[config.mk]
export PLATFORM = sky130hd
export DESIGN_NAME = i2c_target_rx_flat
export DESIGN_NICKNAME = d
export VERILOG_FILES = /design/src/rtl/i2c_target_rx_if.sv /design/src/rtl/i2c_target_rx.sv /design/src/flat_wrapper.sv
export SDC_FILE = /design/constraint.sdc
export NUM_CORES = 1
export LEC_CHECK = 0
export CAP_MARGIN = 30
export CORE_MARGIN = 2
export CORE_UTILIZATION = 55
export CTS_CLUSTER_DIAMETER = 80
export DETAILED_ROUTE_END_ITERATION = 7
export PLACE_DENSITY = 0.77
export SYNTH_ARGS = -nofsm -noshare
export SYNTH_HDL_FRONTEND = slang
export SYNTH_SLANG_ARGS = --single-unit
[constraint.sdc]
create_clock -name clk -period 5.65 [get_ports clk]
set_clock_uncertainty 0.15 [all_clocks]
set_input_delay 1.13 -clock clk [delete_from_list [all_inputs] [get_ports clk]]
set_output_delay 1.13 -clock clk [all_outputs]
set_load 0.005 [all_outputs]
[src/rtl/i2c_target_rx_if.sv]
// Bus and local-handshake bundle for the I2C target receive engine.
// The gcall signal exists only when I2C_TARGET_GCALL_EN is defined.
interface i2c_target_rx_if;
  logic       scl_in;
  logic       sda_in;
  logic       scl_oe;
  logic       sda_oe;
  logic [7:0] rx_data;
  logic       rx_valid;
  logic       rx_ready;
  logic       rx_first;
  logic       stop_det;
  logic       busy;
`ifdef I2C_TARGET_GCALL_EN
  logic       gcall;

  modport slave (
    input  scl_in, sda_in, rx_ready,
    output scl_oe, sda_oe, rx_data, rx_valid, rx_first, stop_det, busy, gcall
  );

  modport master (
    output scl_in, sda_in, rx_ready,
    input  scl_oe, sda_oe, rx_data, rx_valid, rx_first, stop_det, busy, gcall
  );
`else
  modport slave (
    input  scl_in, sda_in, rx_ready,
    output scl_oe, sda_oe, rx_data, rx_valid, rx_first, stop_det, busy
  );

  modport master (
    output scl_in, sda_in, rx_ready,
    input  scl_oe, sda_oe, rx_data, rx_valid, rx_first, stop_det, busy
  );
`endif
endinterface

[src/rtl/i2c_target_rx.sv]
// I2C target write-receive engine: START/STOP detect, 7-bit address match, byte ACK,
// clock stretching while local logic still holds the previous byte.
// Optional general-call ACK (address byte 8'h00) with gcall output: define I2C_TARGET_GCALL_EN.
//
// state       | meaning
// ------------+----------------------------------------------------------
// ST_IDLE     | bus idle or not addressed, waiting for START
// ST_ADDR     | shifting address byte (7 address bits + R/W)
// ST_ADDR_ACK | driving ACK for the address byte over the 9th clock
// ST_IGNORE   | not for us (or read request), lines untouched until START/STOP
// ST_DATA     | shifting a write byte
// ST_STRETCH  | byte complete but rx_data still occupied, SCL held low
// ST_DATA_ACK | driving ACK for a data byte over the 9th clock
module i2c_target_rx #(
  parameter logic [6:0] ADDR        = 7'h50,
  parameter int         SYNC_STAGES = 2,
  parameter int         TSU_CYCLES  = 4
) (
  input  logic           clk,
  input  logic           rst,
  i2c_target_rx_if.slave bus
);

  localparam int NSYNC = (SYNC_STAGES < 2) ? 2 : SYNC_STAGES;
  localparam int TSU   = (TSU_CYCLES < 1) ? 1 : TSU_CYCLES;
  localparam int TW    = $clog2(TSU + 1);

  typedef enum logic [2:0] {
    ST_IDLE,
    ST_ADDR,
    ST_ADDR_ACK,
    ST_IGNORE,
    ST_DATA,
    ST_STRETCH,
    ST_DATA_ACK
  } state_t;

  state_t state_q, state_d;

  logic [NSYNC-1:0] scl_sync, sda_sync;
  logic             scl_s, sda_s, scl_q, sda_q;
  logic             scl_rise, scl_fall, start_c, stop_c;

  logic [3:0]    bit_cnt_q, bit_cnt_d;
  logic [7:0]    shreg_q, shreg_d, shift_nx;
  logic          sda_oe_q, sda_oe_d;
  logic          scl_oe_q, scl_oe_d;
  logic          busy_q, busy_d;
  logic [7:0]    rx_data_q, rx_data_d;
  logic          rx_valid_q, rx_valid_d;
  logic          rx_first_q, rx_first_d;
  logic          first_q, first_d;
  logic          stop_q, stop_d;
  logic [TW-1:0] tsu_q, tsu_d;
  logic          loaded_q, loaded_d;
`ifdef I2C_TARGET_GCALL_EN
  logic          gc_hit_q, gc_hit_d;
  logic          gcall_q, gcall_d;
`endif

  // Line conditioning: presets model an idle (pulled-up) bus so reset never fakes an edge
  always_ff @(posedge clk) begin
    if (rst) begin
      scl_sync <= '1;
      sda_sync <= '1;
      scl_q    <= 1'b1;
      sda_q    <= 1'b1;
    end else begin
      scl_sync <= {scl_sync[NSYNC-2:0], bus.scl_in};
      sda_sync <= {sda_sync[NSYNC-2:0], bus.sda_in};
      scl_q    <= scl_s;
      sda_q    <= sda_s;
    end
  end

  assign scl_s    = scl_sync[NSYNC-1];
  assign sda_s    = sda_sync[NSYNC-1];
  assign scl_rise = scl_s & ~scl_q;
  assign scl_fall = ~scl_s & scl_q;
  assign start_c  = scl_s & sda_q & ~sda_s;
  assign stop_c   = scl_s & ~sda_q & sda_s;

  always_ff @(posedge clk) begin
    if (rst) begin
      state_q    <= ST_IDLE;
      bit_cnt_q  <= '0;
      shreg_q    <= '0;
      sda_oe_q   <= 1'b0;
      scl_oe_q   <= 1'b0;
      busy_q     <= 1'b0;
      rx_data_q  <= '0;
      rx_valid_q <= 1'b0;
      rx_first_q <= 1'b0;
      first_q    <= 1'b0;
      stop_q     <= 1'b0;
      tsu_q      <= '0;
      loaded_q   <= 1'b0;
`ifdef I2C_TARGET_GCALL_EN
      gc_hit_q   <= 1'b0;
      gcall_q    <= 1'b0;
`endif
    end else begin
      state_q    <= state_d;
      bit_cnt_q  <= bit_cnt_d;
      shreg_q    <= shreg_d;
      sda_oe_q   <= sda_oe_d;
      scl_oe_q   <= scl_oe_d;
      busy_q     <= busy_d;
      rx_data_q  <= rx_data_d;
      rx_valid_q <= rx_valid_d;
      rx_first_q <= rx_first_d;
      first_q    <= first_d;
      stop_q     <= stop_d;
      tsu_q      <= tsu_d;
      loaded_q   <= loaded_d;
`ifdef I2C_TARGET_GCALL_EN
      gc_hit_q   <= gc_hit_d;
      gcall_q    <= gcall_d;
`endif
    end
  end

  always_comb begin
    state_d    = state_q;
    bit_cnt_d  = bit_cnt_q;
    shreg_d    = shreg_q;
    sda_oe_d   = sda_oe_q;
    scl_oe_d   = scl_oe_q;
    busy_d     = busy_q;
    rx_data_d  = rx_data_q;
    rx_first_d = rx_first_q;
    first_d    = first_q;
    stop_d     = 1'b0;
    tsu_d      = tsu_q;
    loaded_d   = loaded_q;
`ifdef I2C_TARGET_GCALL_EN
    gc_hit_d   = gc_hit_q;
    gcall_d    = gcall_q;
`endif
    shift_nx   = {shreg_q[6:0], sda_s};
    // Consume by default; any load below overrides it (load wins)
    rx_valid_d = rx_valid_q & ~bus.rx_ready;

    if (start_c) begin
      state_d   = ST_ADDR;
      bit_cnt_d = '0;
      busy_d    = 1'b0;
      sda_oe_d  = 1'b0;
      scl_oe_d  = 1'b0;
      loaded_d  = 1'b0;
`ifdef I2C_TARGET_GCALL_EN
      gc_hit_d  = 1'b0;
      gcall_d   = 1'b0;
`endif
    end else if (stop_c) begin
      state_d   = ST_IDLE;
      bit_cnt_d = '0;
      sda_oe_d  = 1'b0;
      scl_oe_d  = 1'b0;
      stop_d    = busy_q;
      busy_d    = 1'b0;
      loaded_d  = 1'b0;
`ifdef I2C_TARGET_GCALL_EN
      gc_hit_d  = 1'b0;
      gcall_d   = 1'b0;
`endif
    end else begin
      case (state_q)
        ST_IDLE: ;

        ST_ADDR: begin
          if (scl_rise) begin
            shreg_d   = shift_nx;
            bit_cnt_d = bit_cnt_q + 4'd1;
            if (bit_cnt_q == 4'd7) begin
              if (shift_nx == {ADDR, 1'b0}) begin
                state_d = ST_ADDR_ACK;
              end
`ifdef I2C_TARGET_GCALL_EN
              else if (shift_nx == 8'h00) begin
                state_d  = ST_ADDR_ACK;
                gc_hit_d = 1'b1;
              end
`endif
              else begin
                state_d = ST_IGNORE;
              end
            end
          end
        end

        // First fall drives ACK, second fall (end of 9th clock) releases it
        ST_ADDR_ACK: begin
          if (scl_fall) begin
            if (!sda_oe_q) begin
              sda_oe_d = 1'b1;
              busy_d   = 1'b1;
              first_d  = 1'b1;
`ifdef I2C_TARGET_GCALL_EN
              gcall_d  = gc_hit_q;
`endif
            end else begin
              sda_oe_d  = 1'b0;
              bit_cnt_d = '0;
              state_d   = ST_DATA;
            end
          end
        end

        ST_IGNORE: ;

        ST_DATA: begin
          if (scl_rise && (bit_cnt_q < 4'd8)) begin
            shreg_d   = shift_nx;
            bit_cnt_d = bit_cnt_q + 4'd1;
          end
          if (scl_fall && (bit_cnt_q == 4'd8)) begin
            bit_cnt_d = '0;
            if (!rx_valid_q) begin
              rx_data_d  = shreg_q;
              rx_valid_d = 1'b1;
              rx_first_d = first_q;
              first_d    = 1'b0;
              sda_oe_d   = 1'b1;
              state_d    = ST_DATA_ACK;
            end else begin
              scl_oe_d = 1'b1;
              loaded_d = 1'b0;
              state_d  = ST_STRETCH;
            end
          end
        end

        // shreg holds the pending byte; the slot is free once the old byte is taken
        ST_STRETCH: begin
          if (!loaded_q) begin
            if (!rx_valid_q || bus.rx_ready) begin
              rx_data_d  = shreg_q;
              rx_valid_d = 1'b1;
              rx_first_d = first_q;
              first_d    = 1'b0;
              sda_oe_d   = 1'b1;
              loaded_d   = 1'b1;
              tsu_d      = TW'(TSU - 1);
            end
          end else if (tsu_q == '0) begin
            scl_oe_d = 1'b0;
            loaded_d = 1'b0;
            state_d  = ST_DATA_ACK;
          end else begin
            tsu_d = tsu_q - TW'(1);
          end
        end

        ST_DATA_ACK: begin
          if (scl_fall) begin
            sda_oe_d = 1'b0;
            state_d  = ST_DATA;
          end
        end

        default: state_d = ST_IDLE;
      endcase
    end
  end

  assign bus.scl_oe   = scl_oe_q;
  assign bus.sda_oe   = sda_oe_q;
  assign bus.rx_data  = rx_data_q;
  assign bus.rx_valid = rx_valid_q;
  assign bus.rx_first = rx_first_q;
  assign bus.stop_det = stop_q;
  assign bus.busy     = busy_q;
`ifdef I2C_TARGET_GCALL_EN
  assign bus.gcall    = gcall_q;
`endif

endmodule

[src/flat_wrapper.sv]
// flat-port wrapper written by rule: the top's interface ports become plain ports
module i2c_target_rx_flat 
#(
  parameter logic [6:0] ADDR        = 7'h50,
  parameter int         SYNC_STAGES = 2,
  parameter int         TSU_CYCLES  = 4
)
  (clk, rst, bus_scl_in, bus_sda_in, bus_rx_ready, bus_scl_oe, bus_sda_oe, bus_rx_data, bus_rx_valid, bus_rx_first, bus_stop_det, bus_busy);
  i2c_target_rx_if bus_i ();
  input  logic clk;
  input  logic rst;
  input wire logic [$bits(bus_i.scl_in)-1:0] bus_scl_in;
  input wire logic [$bits(bus_i.sda_in)-1:0] bus_sda_in;
  input wire logic [$bits(bus_i.rx_ready)-1:0] bus_rx_ready;
  output wire logic [$bits(bus_i.scl_oe)-1:0] bus_scl_oe;
  output wire logic [$bits(bus_i.sda_oe)-1:0] bus_sda_oe;
  output wire logic [$bits(bus_i.rx_data)-1:0] bus_rx_data;
  output wire logic [$bits(bus_i.rx_valid)-1:0] bus_rx_valid;
  output wire logic [$bits(bus_i.rx_first)-1:0] bus_rx_first;
  output wire logic [$bits(bus_i.stop_det)-1:0] bus_stop_det;
  output wire logic [$bits(bus_i.busy)-1:0] bus_busy;
  assign bus_i.scl_in = bus_scl_in;
  assign bus_i.sda_in = bus_sda_in;
  assign bus_i.rx_ready = bus_rx_ready;
  assign bus_scl_oe = bus_i.scl_oe;
  assign bus_sda_oe = bus_i.sda_oe;
  assign bus_rx_data = bus_i.rx_data;
  assign bus_rx_valid = bus_i.rx_valid;
  assign bus_rx_first = bus_i.rx_first;
  assign bus_stop_det = bus_i.stop_det;
  assign bus_busy = bus_i.busy;
  i2c_target_rx #(.ADDR(ADDR), .SYNC_STAGES(SYNC_STAGES), .TSU_CYCLES(TSU_CYCLES)) u_core (.clk(clk), .rst(rst), .bus(bus_i));
endmodule
==> results.py, run 1 <==
metrics = {
    "routing": {
        "wl_per_cell_um": 13.92,
        "dr_total_vias": 1588,
        "drt-initial-drc-count": 86,
        "via_per_inst": 5.754,
        "wirelength_um": 3841,
        "drc_errors": 0,
        "firstDrtPassIters": 7,
        "antenna_left": 0,
    },
    "sta": {
        "finalHoldViolCount": 0,
        "fmax_ghz": 0.3798,
        "timing.final.crit_share_pct": 46.61,
        "rsz0062_at_grt": "no",
        "min_period_ns": 2.633,
        "fin_ws_ns": 3.017,
        "tns_ns": 0,
        "slew-limit-headroom_pct": 61.22,
        "tightestPinTransition_ns": 0.5816,
        "setup_violations": 0,
        "finalMaxSlewViolations": 0,
    },
    "power": {
        "leakage_nw": 0.7468,
        "p_per_area_mw_per_mm2": 206.8,
        "ir_drop_mv": 0.1689,
    },
    "yosys": {
        "ys_top_cells_by_area": "dfxtp_1 (40%), mux2i_1 (9.0%), nand2b_1 (7.5%)",
        "synth_area_per_cell_um2": 9.251,
        "syn_area_mm2": 0.001998,
        "synth_nets": 225,
        "synth_enable_flop_cells": 0,
        "ys_ff_latch": 40,
        "postSynth.asyncResetShare_pct": 0,
        "ys_types": 51,
        "yosys_warnings": 0,
        "synth-main-ff-cell": "dfxtp_1",
        "synth-seq-area-share_pct": 40.08,
        "postSynthCellCount": 216,
        "synth_top_cell_area_share_pct": 40.08,
        "yosys.area.top_type": "dfxtp_1",
    },
    "cells_and_area": {
        "final_common_cell": "dfxtp_1",
        "nNetsFinal": 238,
        "seqCellArea_um2": 800.8,
        "area_growth_pct": 12.27,
        "layout_common_cells": "dfxtp_1 (40), nand2b_1 (24), mux2i_1 (18), clkdlybuf4s50_1 (18), nor2_1 (15)",
        "multi_input_area_mm2": 0.001095,
        "fillCellCount": 291,
        "num_antenna_cells": 0,
        "drive_above_1_share_pct": 9.565,
    },
    "global_routing": {
        "top_usage_layer": "met2",
        "grt_overflow": 0,
        "grt_pass1_vias": 1530,
        "antenna_found_initial": 0,
        "grt_first_pass_wirelength_um": 6755,
        "grt_use_met1_pct": 26.64,
        "grt_use_total_pct": 20.40,
        "use_met2_pct": 32.94,
        "grt_max_degree": 43,
        "grt_use_met3_pct": 4.049,
    },
    "clocking": {
        "htreeDepth": 2,
        "clk_pin_slew_ns": 0.12,
        "cts.path.max_buffers": 2,
        "cts_made_buffers": 5,
        "ctsHoldBuffers": 0,
        "cts_setup_buffers": 0,
        "cts_sinks": 40,
        "cts_tree": "yes",
        "post_cts_resized": 0,
        "cts_root_buffer": "clkbuf_4",
        "worstSkewPairLatency_ns": 0.35,
    },
    "worst_setup_path": {
        "crit_type": "reg2out",
        "endpoint_kind": "primary output",
        "crit_chain": "clkdlybuf4s50_1",
        "cp.arrival_ns": 1.35,
        "slowest_stage": "clkdlybuf4s50_1",
        "crit_required_ns": 4.37,
        "path_max_fanout": 6,
        "crit_buf_inv": 1,
        "cpPeakStageDelay_ns": 0.55,
        "rrSetupSlack_ns": 3.43,
        "start_kind": "flip-flop",
        "crit_family": "buffers and inverters",
    },
    "floorplanning": {
        "core_area_mm2": 0.003416,
        "die_w_um": 64.28,
        "pin_count": 19,
        "initial_core_util_pct": 58.50,
        "std_cell_rows": 21,
        "chipHeight_um": 64.28,
        "dieArea_mm2": 0.004131,
    },
    "place": {
        "preCtsSetupSlack_ns": 2.717,
        "post-dp-hpwl_um": 2670,
        "place.port_buffers": 18,
        "globalplace.congestion": 0.8359,
    },
    "worst_hold_path": {
        "holdCritPathClass": "reg2reg",
    },
    "flow_run": {
        "max-cap-violations": 0,
    },
    "run_status": {
        "outcome": "completed",
    },
}
## through the flow
stage | area, um^2 | util, % | std cells | total power, W | hold WS, ns
2_1_floorplan | 1998 | - | 216 | 0.0003131 | 0.2395
3_3_place_gp | 2182 | 63.88 | 268 | 0.0003183 | 0.2505
3_5_place_dp | 2182 | 63.88 | 268 | 0.0003187 | 0.2491
4_1_cts | 2243 | 65.68 | 276 | 0.0004681 | 0.2770
5_1_grt | 2243 | 65.68 | 276 | 0.0004831 | 0.2933
6_report | 2243 | 65.68 | 276 | 0.0004640 | 0.2734
## area by class of cell
cell class,instances,area share [%]
well taps,46,2.566
repair buffers,19,8.366
inverters,11,1.840
clock inverters,2,0.4462
flip-flops and latches,40,35.69
clock buffers,6,2.287
multi-input cells,152,48.80
## power breakdown
group	switching, W	internal [W]
combinational	0.0000124	0.0000109
sequential	0.00000502	0.000284
clock	0.0000921	0.0000593
total	0.000110	0.000354
## worst paths after layout
path,start,endpoint,depth (start not counted)
max,u_core.bus.rx_valid,bus_rx_valid,1
max reg2reg,u_core.scl_sync[1],u_core.shreg_q[4],4
min,u_core.sda_sync[0],u_core.sda_sync[1],1
min reg2reg,u_core.sda_sync[0],u_core.sda_sync[1],1
## state kept, by name (all words and copies together), names as in the netlist
name,count
u_core.bit_cnt_q,4
u_core.bus.busy,1
u_core.bus.rx_data,8
u_core.bus.rx_first,1
u_core.bus.rx_valid,1
u_core.bus.scl_oe,1
u_core.bus.sda_oe,1
u_core.bus.stop_det,1
u_core.first_q,1
u_core.loaded_q,1
u_core.scl_q,1
u_core.scl_sync,2
u_core.sda_q,1
u_core.sda_sync,2
u_core.shreg_q,8
u_core.state_q,3
u_core.tsu_q,3
## cells by family (layout without fill, tap and decap cells)
group           Yosys count  after routing  synth area share [%]
flops                    40             40                 40.08
simple gates             84             84                 25.30
xor+xnor                  1              1                0.8142
compound gates           45             45                 17.16
mux                      18             18                 9.017
fa+ha+maj                 4              4                 2.505
buf+inv                  24             38                 5.135
## Yosys cell counts, types with 3 or more instances
master,instances
nor3_1,4
dfxtp_1,40
buf_2,4
nand2b_1,24
a21oi_1,14
nor4b_1,5
nand4_1,3
or2_2,6
ha_1,4
a21o_1,3
mux2i_1,18
a31oi_1,3
nand2_1,9
inv_1,11
nor2_1,15
a211oi_1,4
clkbuf_1,7
## layer usage
metal	share of wire, %	wire [um]
met1	49	1863
met2	46	1774
met3	3.8	145
met4	1.5	59
met5	0	0
Power figures use the tool's default switching activity.
==> inputs of run 2 (changes only) <==
==> constraint.sdc (replaced) <==
create_clock -name clk -period 2.7 [get_ports clk]
set_clock_uncertainty 0.15 [all_clocks]
set_input_delay 0.54 -clock clk [delete_from_list [all_inputs] [get_ports clk]]
set_output_delay 0.54 -clock clk [all_outputs]
set_load 0.005 [all_outputs]
==> run 2 against run 1 <==
- first-iteration DRC count grew 50%
- hold slack worse by 0.0054 ns
- non-clock buffer count increased by 2
- combinational power is 120% higher
- flip-flop and latch count unchanged
- power rose by 100%
- global-route usage up 1.2 points
- die area unchanged
- register-to-register slack worse by 2.9 ns
- critical path type is now reg2reg
- largest cell class unchanged
==> results.py, run 2 (synthesis gave the netlist of run 1 again) <==
metrics = {
    "run_status": {
        "outcome": "completed",
    },
    "clocking": {
        "post_cts_resized": 0,
        "cts_sinks": 40,
        "cts_made_buffers": 5,
        "cts_root_buffer": "clkbuf_4",
        "clk_pin_slew_ns": 0.10,
        "htreeDepth": 2,
        "worstSkewPairLatency_ns": 0.34,
        "cts_tree": "yes",
        "ctsHoldBuffers": 0,
        "cts_setup_buffers": 0,
        "cts.path.max_buffers": 2,
    },
    "routing": {
        "wirelength_um": 3932,
        "firstDrtPassIters": 5,
        "wl_per_cell_um": 14.19,
        "via_per_inst": 5.859,
        "dr_total_vias": 1623,
        "antenna_left": 0,
        "drt-initial-drc-count": 129,
        "drc_errors": 0,
    },
    "place": {
        "place_area_mm2": 0.002197,
        "post-dp-hpwl_um": 2838,
        "placed_cells": 270,
        "globalplace.congestion": 0.8417,
        "place.port_buffers": 18,
    },
    "worst_setup_path": {
        "endpoint_kind": "flip-flop",
        "cpPeakStageDelay_ns": 0.55,
        "crit_type": "reg2reg",
        "path_max_fanout": 12,
        "crit_buf_inv": 0,
        "crit_family": "compound AO/OA/AOI/OAI gates",
        "start_kind": "flip-flop",
        "slowest_stage": "a221oi_4",
        "crit_required_ns": 2.78,
        "crit_chain": "or3b_4 > a221oi_4 > mux2i_1 > nor2_1",
        "cp.arrival_ns": 2.21,
    },
    "sta": {
        "finalHoldViolCount": 0,
        "min_period_ns": 2.137,
        "fmax_ghz": 0.4679,
        "finalMaxSlewViolations": 0,
        "holdWs_ns": 0.2679,
        "setup_violations": 0,
        "tns_ns": 0,
        "timing.final.crit_share_pct": 79.15,
        "tightestPinTransition_ns": 0.5828,
        "slew-limit-headroom_pct": 61.14,
        "rsz0062_at_grt": "no",
    },
    "global_routing": {
        "grt_overflow": 0,
        "grt_pass1_vias": 1535,
        "grt_use_total_pct": 21.63,
        "grt_max_degree": 42,
        "grt_first_pass_wirelength_um": 6969,
        "antenna_found_initial": 0,
    },
    "floorplanning": {
        "core_area_mm2": 0.003416,
        "chipHeight_um": 64.28,
        "std_cell_rows": 21,
        "dieArea_mm2": 0.004131,
        "initial_core_util_pct": 58.50,
        "die_w_um": 64.28,
        "pin_count": 19,
    },
    "power": {
        "leakage_nw": 0.7467,
        "p_per_area_mw_per_mm2": 413.5,
        "ir_drop_mv": 0.2677,
    },
    "cells_and_area": {
        "drive_above_1_share_pct": 9.524,
        "instances_no_fill": 277,
        "num_antenna_cells": 0,
        "final_common_cell": "dfxtp_1",
        "nNetsFinal": 240,
        "fillCellCount": 303,
        "layout_common_cells": "dfxtp_1 (40), nand2b_1 (24), mux2i_1 (18), clkdlybuf4s50_1 (18), nor2_1 (15)",
        "area_growth_pct": 12.27,
        "multi_input_area_mm2": 0.001095,
        "seqCellArea_um2": 800.8,
        "postLayoutCellArea_mm2": 0.002243,
        "fin_util_pct": 65.68,
    },
    "flow_run": {
        "max-cap-violations": 0,
    },
    "worst_hold_path": {
        "holdCritPathClass": "reg2reg",
    },
}
-- run 2: changes by cell type in the layout (fill, tap and decap cells not counted) --
cell	previous run	this run
clkinv_2	2	1
buf_4	1	3
clkbuf_8	1	0
clkbuf_1	0	1
-- run 2: where the power goes --
part / total, W / internal, W / switching (W)
Combinational: 0.0000518 / 0.0000235 / 0.0000283
Sequential: 0.000603 / 0.000595 / 0.00000852
Clock: 0.000273 / 0.0000959 / 0.000177
-- run 2: final timing paths --
kind,from,to,slack (ns),cells past startpoint
max,u_core.state_q[2],u_core.shreg_q[5],0.56,4
min,u_core.scl_sync[0],u_core.scl_sync[1],0.27,1
max reg2reg,u_core.state_q[2],u_core.shreg_q[5],0.56,4
min reg2reg,u_core.scl_sync[0],u_core.scl_sync[1],0.27,1
-- run 2: through the flow --
stage	setup slack, ns	power, W
5_1_grt	0.3676	0.0009701
2_1_floorplan	0.8653	0.0006552
3_3_place_gp	0.6049	0.0006669
6_report	0.5628	0.0009276
4_1_cts	0.5635	0.0009386
3_5_place_dp	0.5448	0.0006683
-- run 2: metal layers --
layer | wire length, um | up-vias | global-route usage [%] | part of all wire (%)
met5 | 0 | - | 0 | 0
met4 | 78 | 0 | 8.511 | 2.0
met3 | 160 | 12 | 4.754 | 4.1
met2 | 1897 | 41 | 34.90 | 48
met1 | 1795 | 759 | 28.11 | 46
li1 | - | 811 | - | -
-- run 2: cell type report --
cell class                      count  share of cell area, %
Tap cell                           46                  2.566
Inverter                           11                  1.840
Clock inverter                      1                 0.2231
Timing Repair Buffer               21                  9.035
Clock buffer                        6                  1.840
Sequential cell                    40                  35.69
Multi-Input combinational cell    152                  48.80
-- run 2: worst reg2reg max path, stage by stage (launching register included) --
cell      delay [ns]
dfxtp_1         0.54
or3b_4          0.46
a221oi_4        0.55
mux2i_1         0.26
nor2_1          0.06
